File: src/rtl/desempaquetador_pixeles.sv
`default_nettype none
// ============================================================================
// Module   : desempaquetador_pixeles
// Purpose  : Word FIFO that unpacks memory words into pixels, per-word order.
// Revision : 1.0
// ============================================================================
module desempaquetador_pixeles #(
   parameter int MEM_WORD_BITS = 32,
   parameter int PIXEL_BITS    = 8,
   parameter int DEPTH_WORDS   = 2,
   localparam int PIX_PER_WORD = MEM_WORD_BITS / PIXEL_BITS,
   localparam int CNT_BITS     = $clog2(DEPTH_WORDS + 1)
) (
   input  logic                     clk,
   input  logic                     reset,
   input  logic                     flush,
   input  logic [MEM_WORD_BITS-1:0] memory_data,
   input  logic                     save_mem_data,
   input  logic                     orden_lsb,
   input  logic                     read_pixel,
   output logic [PIXEL_BITS-1:0]    pixel,
   output logic                     pixel_valid,
   output logic                     word_ready,
   output logic [CNT_BITS-1:0]      words_stored,
   output logic                     overflow,
   output logic                     underflow
);

   localparam int PTR_BITS = $clog2(DEPTH_WORDS);
   localparam int IDX_BITS = (PIX_PER_WORD > 1) ? $clog2(PIX_PER_WORD) : 1;
   localparam logic [IDX_BITS-1:0] LAST_IDX = IDX_BITS'(PIX_PER_WORD - 1);
   localparam logic [CNT_BITS-1:0] FULL_CNT = CNT_BITS'(DEPTH_WORDS);

   // Bit MEM_WORD_BITS of each entry holds that word's order flag.
   logic [MEM_WORD_BITS:0] mem_q [DEPTH_WORDS];

   logic [PTR_BITS-1:0] wr_ptr_q, wr_ptr_d;
   logic [PTR_BITS-1:0] rd_ptr_q, rd_ptr_d;
   logic [CNT_BITS-1:0] cnt_q, cnt_d;
   logic [IDX_BITS-1:0] idx_q, idx_d;
   logic                ovf_q, ovf_d;
   logic                unf_q, unf_d;

   logic                   w_empty;
   logic                   w_rd_acc;
   logic                   w_pop;
   logic                   w_wr_acc;
   logic [MEM_WORD_BITS:0] w_head;
   logic [IDX_BITS-1:0]    w_slot;
   logic [PIXEL_BITS-1:0]  w_pix;

   assign w_empty  = (cnt_q == '0);
   assign w_rd_acc = read_pixel && !w_empty;
   assign w_pop    = w_rd_acc && (idx_q == LAST_IDX);
   assign w_wr_acc = save_mem_data && ((cnt_q != FULL_CNT) || w_pop);
   assign w_head   = mem_q[rd_ptr_q];

   // Slot counts pixel lanes from the LSB end of the word.
   assign w_slot = w_head[MEM_WORD_BITS] ? idx_q : (LAST_IDX - idx_q);

   always_comb begin
      w_pix = '0;
      for (int k = 0; k < PIX_PER_WORD; k++) begin
         if (IDX_BITS'(k) == w_slot) begin
            w_pix = w_head[k*PIXEL_BITS +: PIXEL_BITS];
         end
      end
   end

   assign pixel        = w_empty ? '0 : w_pix;
   assign pixel_valid  = !w_empty;
   assign word_ready   = (cnt_q != FULL_CNT);
   assign words_stored = cnt_q;
   assign overflow     = ovf_q;
   assign underflow    = unf_q;

   always_comb begin
      wr_ptr_d = wr_ptr_q;
      rd_ptr_d = rd_ptr_q;
      cnt_d    = cnt_q;
      idx_d    = idx_q;
      ovf_d    = ovf_q;
      unf_d    = unf_q;
      if (flush) begin
         wr_ptr_d = '0;
         rd_ptr_d = '0;
         cnt_d    = '0;
         idx_d    = '0;
         ovf_d    = 1'b0;
         unf_d    = 1'b0;
      end else begin
         if (w_rd_acc) begin
            idx_d = (idx_q == LAST_IDX) ? '0 : idx_q + IDX_BITS'(1);
         end
         if (w_pop) begin
            rd_ptr_d = rd_ptr_q + PTR_BITS'(1);
         end
         if (w_wr_acc) begin
            wr_ptr_d = wr_ptr_q + PTR_BITS'(1);
         end
         case ({w_wr_acc, w_pop})
            2'b10:   cnt_d = cnt_q + CNT_BITS'(1);
            2'b01:   cnt_d = cnt_q - CNT_BITS'(1);
            default: cnt_d = cnt_q;
         endcase
         if (save_mem_data && !w_wr_acc) begin
            ovf_d = 1'b1;
         end
         if (read_pixel && w_empty) begin
            unf_d = 1'b1;
         end
      end
   end

   always_ff @(posedge clk) begin
      if (!reset) begin
         wr_ptr_q <= '0;
         rd_ptr_q <= '0;
         cnt_q    <= '0;
         idx_q    <= '0;
         ovf_q    <= 1'b0;
         unf_q    <= 1'b0;
      end else begin
         wr_ptr_q <= wr_ptr_d;
         rd_ptr_q <= rd_ptr_d;
         cnt_q    <= cnt_d;
         idx_q    <= idx_d;
         ovf_q    <= ovf_d;
         unf_q    <= unf_d;
      end
   end

   // Storage is deliberately left uncleared by reset and flush.
   always_ff @(posedge clk) begin
      if (reset && !flush && w_wr_acc) begin
         mem_q[wr_ptr_q] <= {orden_lsb, memory_data};
      end
   end

endmodule
`default_nettype wire

File: config.mk
export PLATFORM = sky130hd
export DESIGN_NAME = desempaquetador_pixeles
export DESIGN_NICKNAME = d
export VERILOG_FILES = /design/src/rtl/desempaquetador_pixeles.sv
export SDC_FILE = /design/constraint.sdc
export NUM_CORES = 1
export LEC_CHECK = 0
export ABC_AREA = 1
export CAP_MARGIN = 15
export CELL_PAD_IN_SITES_DETAIL_PLACEMENT = 1
export CELL_PAD_IN_SITES_GLOBAL_PLACEMENT = 1
export CORE_MARGIN = 4
export CORE_UTILIZATION = 42
export CTS_CLUSTER_DIAMETER = 60
export DETAILED_ROUTE_END_ITERATION = 12
export GPL_TIMING_DRIVEN = 0
export PLACE_DENSITY_LB_ADDON = 0.3
export SLEW_MARGIN = 20
export SYNTH_ARGS = -nofsm -noshare
export SYNTH_HDL_FRONTEND = slang
export SYNTH_SLANG_ARGS = --single-unit
File: constraint.sdc
create_clock -name clk -period 4.9 [get_ports clk]
set_input_delay 0.98 -clock clk [delete_from_list [all_inputs] [get_ports clk]]
set_output_delay 0.98 -clock clk [all_outputs]
set_load 0.02 [all_outputs]
### After elaboration in Yosys (flattened, before gate mapping)

Memory sizes are Yosys's and may differ from the RTL's. A register that Yosys moved wholly into a read port is not among the register bits.
Index checks and enable logic that the tools add are counted.

| word-level totals | value |
|---|---|
| memories | 1 |
| flip-flop bits (word level) | 8 |
| input port bits | 38 |
| bits in latches | 0 |
| bits in writable memories | 66 |
| word-level logic and storage cells | 48 |
| memory bits (read-only) | 0 |

| operators by class | value |
|---|---|
| add/subtract/negate cells | 6 |
| muxes and demuxes | 12 |
| $mul | 0 |
| $lt $le $gt $ge | 0 |
| div/mod/pow operators | 0 |
| reductions and logical operators | 15 |
| shift-type cells | 0 |
| bitwise operators | 1 |
| equal/unequal tests | 7 |

Memories:

| name | words | width | rd ports | clocked after memory_dff | wr ports | line | RTL |
|---|---|---|---|---|---|---|---|
| mem_q | 2 | 33 | 1 | 1 | 1 | 35 | `logic [MEM_WORD_BITS:0] mem_q [DEPTH_WORDS];` |

Operator list:

| kind | count |
|---|---|
| two-way mux 8 bit | 5 |
| logical AND 1 bit | 7 |
| adder 2 x 1 -> 2 bit (second input constant) | 2 |
| == test 2 bit (first input constant) | 2 |
| == test 2 bit (second input constant) | 2 |
| zero test 2 bit | 2 |
| two-way mux 1 bit | 4 |
| two-way mux 2 bit | 2 |
| one-hot mux 2 bit (2 select lines) | 1 |
| zero test 1 bit | 3 |
| adder 1 bit (second input constant) | 2 |
| == test 1 x 2 -> 1 bit (first input constant) | 1 |
| == test 2 x 1 -> 1 bit (second input constant) | 1 |
| inequality test 2 bit (second input constant) | 1 |
| nonzero test 2 bit | 1 |
| OR reduction 2 bit | 1 |
| subtractor 2 x 1 -> 2 bit (second input constant) | 1 |
| subtractor 2 bit (first input constant) | 1 |
| logical OR 1 bit | 1 |
| inverter 1 bit | 1 |

### Depth between registers and ports, before layout

| logic depth | value |
|---|---|
| depth in word-level cells | 9 |
| mapped depth | 11 |
| mapped depth without buffers | 10 |

### Worst setup path after synthesis

Ideal clock, no wire load.

| path | value |
|---|---|
| path type | input-to-reg |
| start point | input port read_pixel |
| end point | memory mem_q[1][0] (netlist bit) (enable) |
| data required time | 4.436 ns |
| path slack | 0.751 ns |
| arrival time | 3.684 ns |
| path buffers | 0 |
| setup time | 0.464 ns |
| cell stages on the path | 6 |
| path through | inv_1 > nor2_1 > nand2_1 > inv_1 > o21ai_4 > nor3_1 |

| on the way | value |
|---|---|
| longest elaborated chain between the ends | 7 |

RTL lines:

| element | line | RTL |
|---|---|---|
| start: declaration | 20 | `input logic read_pixel,` |
| logical AND 1 bit | 53 | `assign w_rd_acc = read_pixel && !w_empty;` |
| logical AND 1 bit | 54 | `assign w_pop = w_rd_acc && (idx_q == LAST_IDX);` |
| via w_pop | 46 | `logic w_pop;` |
| logical OR 1 bit | 55 | `assign w_wr_acc = save_mem_data && ((cnt_q != FULL_CNT) \|\| w_pop);` |
| logical AND 1 bit | 55 |  |
| logical AND 1 bit | 135 | `if (reset && !flush && w_wr_acc) begin` |
| two-way mux 1 bit | 135 |  |
| two-way mux 1 bit (implied by the code) | 136 | `mem_q[wr_ptr_q] <= {orden_lsb, memory_data};` |
| end: declaration | 35 |  |

The timed path passes the listed nets, and every way through them passes these cells.

==> results.py <==
metrics = {
    "timing": {
        "slew_headroom": 0.682,
        "rsz0062_at_grt": "false",
        "hold_viol_final": 0,
        "hold_ws_ps": 452,
        "fin_skew_ps": 4.08,
        "finalSetupViolations": 0,
        "period_needed_ps": 3330,
        "finalCritPeriodShare": 0.679,
        "slew_violations": 0,
        "tns_ps": 0,
        "worstMarginPinSlew_ps": 477,
        "setup_ws_ps": 1570,
        "fmax_ghz": 0.301,
    },
    "die": {
        "pin_count": 52,
        "die_h_um": 94.8,
        "core_area_um2": 7290,
        "dieArea_um2": 8980,
        "num_rows": 31,
        "start_util": 0.434,
        "fp.dieW_um": 94.8,
    },
    "hold_path": {
        "min_path_cells": 2,
        "hp-start": "overflow",
        "hold_path.class": "reg2reg",
        "min_to": "overflow",
    },
    "synth": {
        "dominantRegCellSynth": "edfxtp_1",
        "postSynthAreaPerCell_um2": 11.9,
        "synth_most_common_cell": "edfxtp_1",
        "synth-seq-cells": 75,
        "synth-edff-count": 66,
        "synth_common_cells": "edfxtp_1 (66), nand2_1 (49), nand3_1 (32)",
        "synth-seq-area-share": 0.684,
        "synth_top_area_frac": 0.627,
        "syn_inst": 265,
        "yosys-top-cells-area": "edfxtp_1 (63%), nand2_1 (5.8%), dfxtp_1 (5.7%), nand3_1 (5.1%), mux2i_1 (4.7%)",
        "syn_nets": 305,
        "ys_types": 27,
        "synth_top_cell_by_area": "edfxtp_1",
        "synth_area_um2": 3160,
        "async_flop_share": 0,
        "ys_warn_count": 0,
    },
    "worst_setup_path": {
        "crit_slowest_cell": "clkdlybuf4s50_1",
        "crit_type": "reg2out",
        "critPathMaxFanout": 10,
        "crit_path_frequent_cell": "nand2_2",
        "slowest_delay_ps": 630,
        "arrival_ps": 2350,
        "cp-start-kind": "register",
        "r2r_end": "mem_q[1][24]",
        "worstReg2RegStart": "words_stored[1]",
        "path_cells": "buf_6 -> inv_6 -> nand2_2 -> nand3_1 -> nand2_2 -> nor2_2 -> o21ai_0 -> nand2_1 -> nor2_1 -> clkdlybuf4s50_1",
        "reg2reg_slack_ps": 2830,
        "cp-end-kind": "output pin",
        "r2r_cells": 8,
        "crit_required_ps": 3920,
    },
    "cells_and_area": {
        "nNetsFinal": 372,
        "final_cells": 436,
        "register_area_um2": 2160,
        "drive_above_1_share": 0.131,
        "syn_to_final_growth_pct": 27.7,
        "multi_input_area_um2": 866,
        "antenna_cells": 0,
        "n_fill_cell": 813,
    },
    "placement": {
        "pre_cts_slack_ps": 1780,
        "place.detailed.hpwl_mm": 5.05,
        "dpl.cell_count": 420,
        "numPortBuffers": 51,
        "place_congestion": 0.797,
    },
    "clock_network": {
        "cts_tree": "done",
        "cts_hold_buf": 0,
        "path_clk_slew_ps": 70,
        "h-tree-depth": 3,
        "cts_sinks": 75,
        "cts-root-buf": "clkbuf_8",
        "clockBufferDepth": 2,
        "post-cts-setup-buffer-count": 0,
        "clkLatencyLatePin_ps": 340,
        "cts_resized": 0,
        "numCtsBuffers": 9,
    },
    "routing": {
        "drc": 0,
        "routed_wl_mm": 6.70,
        "avgRoutedWirePerCell_um": 15.4,
        "via_per_inst": 4.90,
        "vias": 2135,
        "drt-pass1-iter-count": 4,
        "ant_nets": 0,
        "drtIter0Drc": 96,
    },
    "power_and_ir_drop": {
        "power.density_nw_per_um2": 300,
        "power_frac_clock": 0.335,
        "p_leak_nw": 1.45,
        "comb_power_share": 0.079,
        "ir_drop_uv": 185,
        "seq_power_share": 0.586,
        "internal-power_mw": 0.937,
        "switching_share": 0.228,
        "switching_power_mw": 0.277,
    },
    "global_route": {
        "antenna_found_initial": 0,
        "grt_max_degree": 22,
        "overflow": 0,
        "grt_pass1_wl_mm": 10.7,
        "grt_pass1_vias": 2250,
        "grt_use_total": 0.162,
    },
    "job": {
        "maxCapViolCount": 0,
    },
    "outcome": {
        "run_status": "completed",
    },
}
critical path: cells and delay by family, from the launching register on:
kind	cells	cell delay (ps)
AND/OR/NAND/NOR	6	740
buffers and inverters	3	830
flip-flops	1	330
AO/OA/AOI/OAI	1	110
cell type report:
cell class	instances	area share
plain buffers	7	0.0155
clock buffers	9	0.0307
clock inverters	7	0.0112
inverters	21	0.0208
multi-input cells	162	0.214
flip-flops and latches	75	0.535
well taps	99	0.0307
repair buffers	56	0.142
logic make-up (layout without fill, tap and decap cells):
family / Yosys count / count (layout) / share of synthesized area
multiplexers: 15 / 15 / 0.0475
adder cells (fa/ha/maj): 2 / 2 / 0.00791
AO/OA/AOI/OAI: 22 / 22 / 0.0384
buffers and inverters: 28 / 100 / 0.0463
flip-flops: 75 / 75 / 0.684
XOR/XNOR: 1 / 1 / 0.00277
AND/OR/NAND/NOR: 122 / 122 / 0.173
registers in the layout (all words and copies together) (netlist names), named ones only:
| register | count |
|---|---|
| wr_ptr_q | 1 |
| rd_ptr_q | 1 |
| mem_q | 66 |
| overflow | 1 |
| words_stored | 2 |
| underflow | 1 |
| idx_q | 2 |
routing by layer:
metal  global-route usage  routed length (um)  share of wire  up-vias
met3               0.0406                 295          0.044       12
met1                0.186                2740           0.41     1028
met2                0.286                3550           0.53       39
met5                    0                   0              0        -
met4               0.0661                 116          0.017        0
li1                     -                   -              -     1056
through the flow:
| step | power (mW) | utilization | instance area (um2) |
|---|---|---|---|
| floorplan | 0.764 | - | 3160 |
| global placement | 0.816 | 0.521 | 3800 |
| global route | 1.27 | 0.554 | 4040 |
| finish | 1.21 | 0.554 | 4040 |
| CTS | 1.23 | 0.554 | 4040 |
| detailed placement | 0.823 | 0.531 | 3870 |
power by group through the flow:
stage	clock network, mW	registers (mW)	logic, mW
detailed placement	0	0.726	0.0969
CTS	0.421	0.711	0.0975
global route	0.453	0.712	0.105
floorplan	0	0.727	0.0376
global placement	0	0.726	0.0900
finish	0.406	0.711	0.0963
cell usage in the layout, fill, tap and decap left out, drive strengths merged:
master         count
edfxtp            66
or2                3
buf               12
inv               20
clkinv             6
clkdlybuf4s50     51
dfxtp              9
clkinvlp           2
nor3               2
a21oi              6
nand4              1
ha                 2
clkbuf             9
nand3             34
and3               1
o21ai             16
nor2              27
xor2               1
mux2i             15
nand2             54
worst max path at each step:
stage,start,endpoint,slack [ps],depth (start not counted)
2_1_floorplan,read_pixel,mem_q[1][0],750,6
3_3_place_gp,reset,mem_q[1][14],-1160,5
3_5_place_dp,reset,mem_q[1][14],1780,7
4_1_cts,register,pixel[7],1540,10
5_1_grt,register,pixel[7],1390,10
6_report,register,pixel[7],1570,10
No activity file was read; power rests on OpenSTA's default activity.
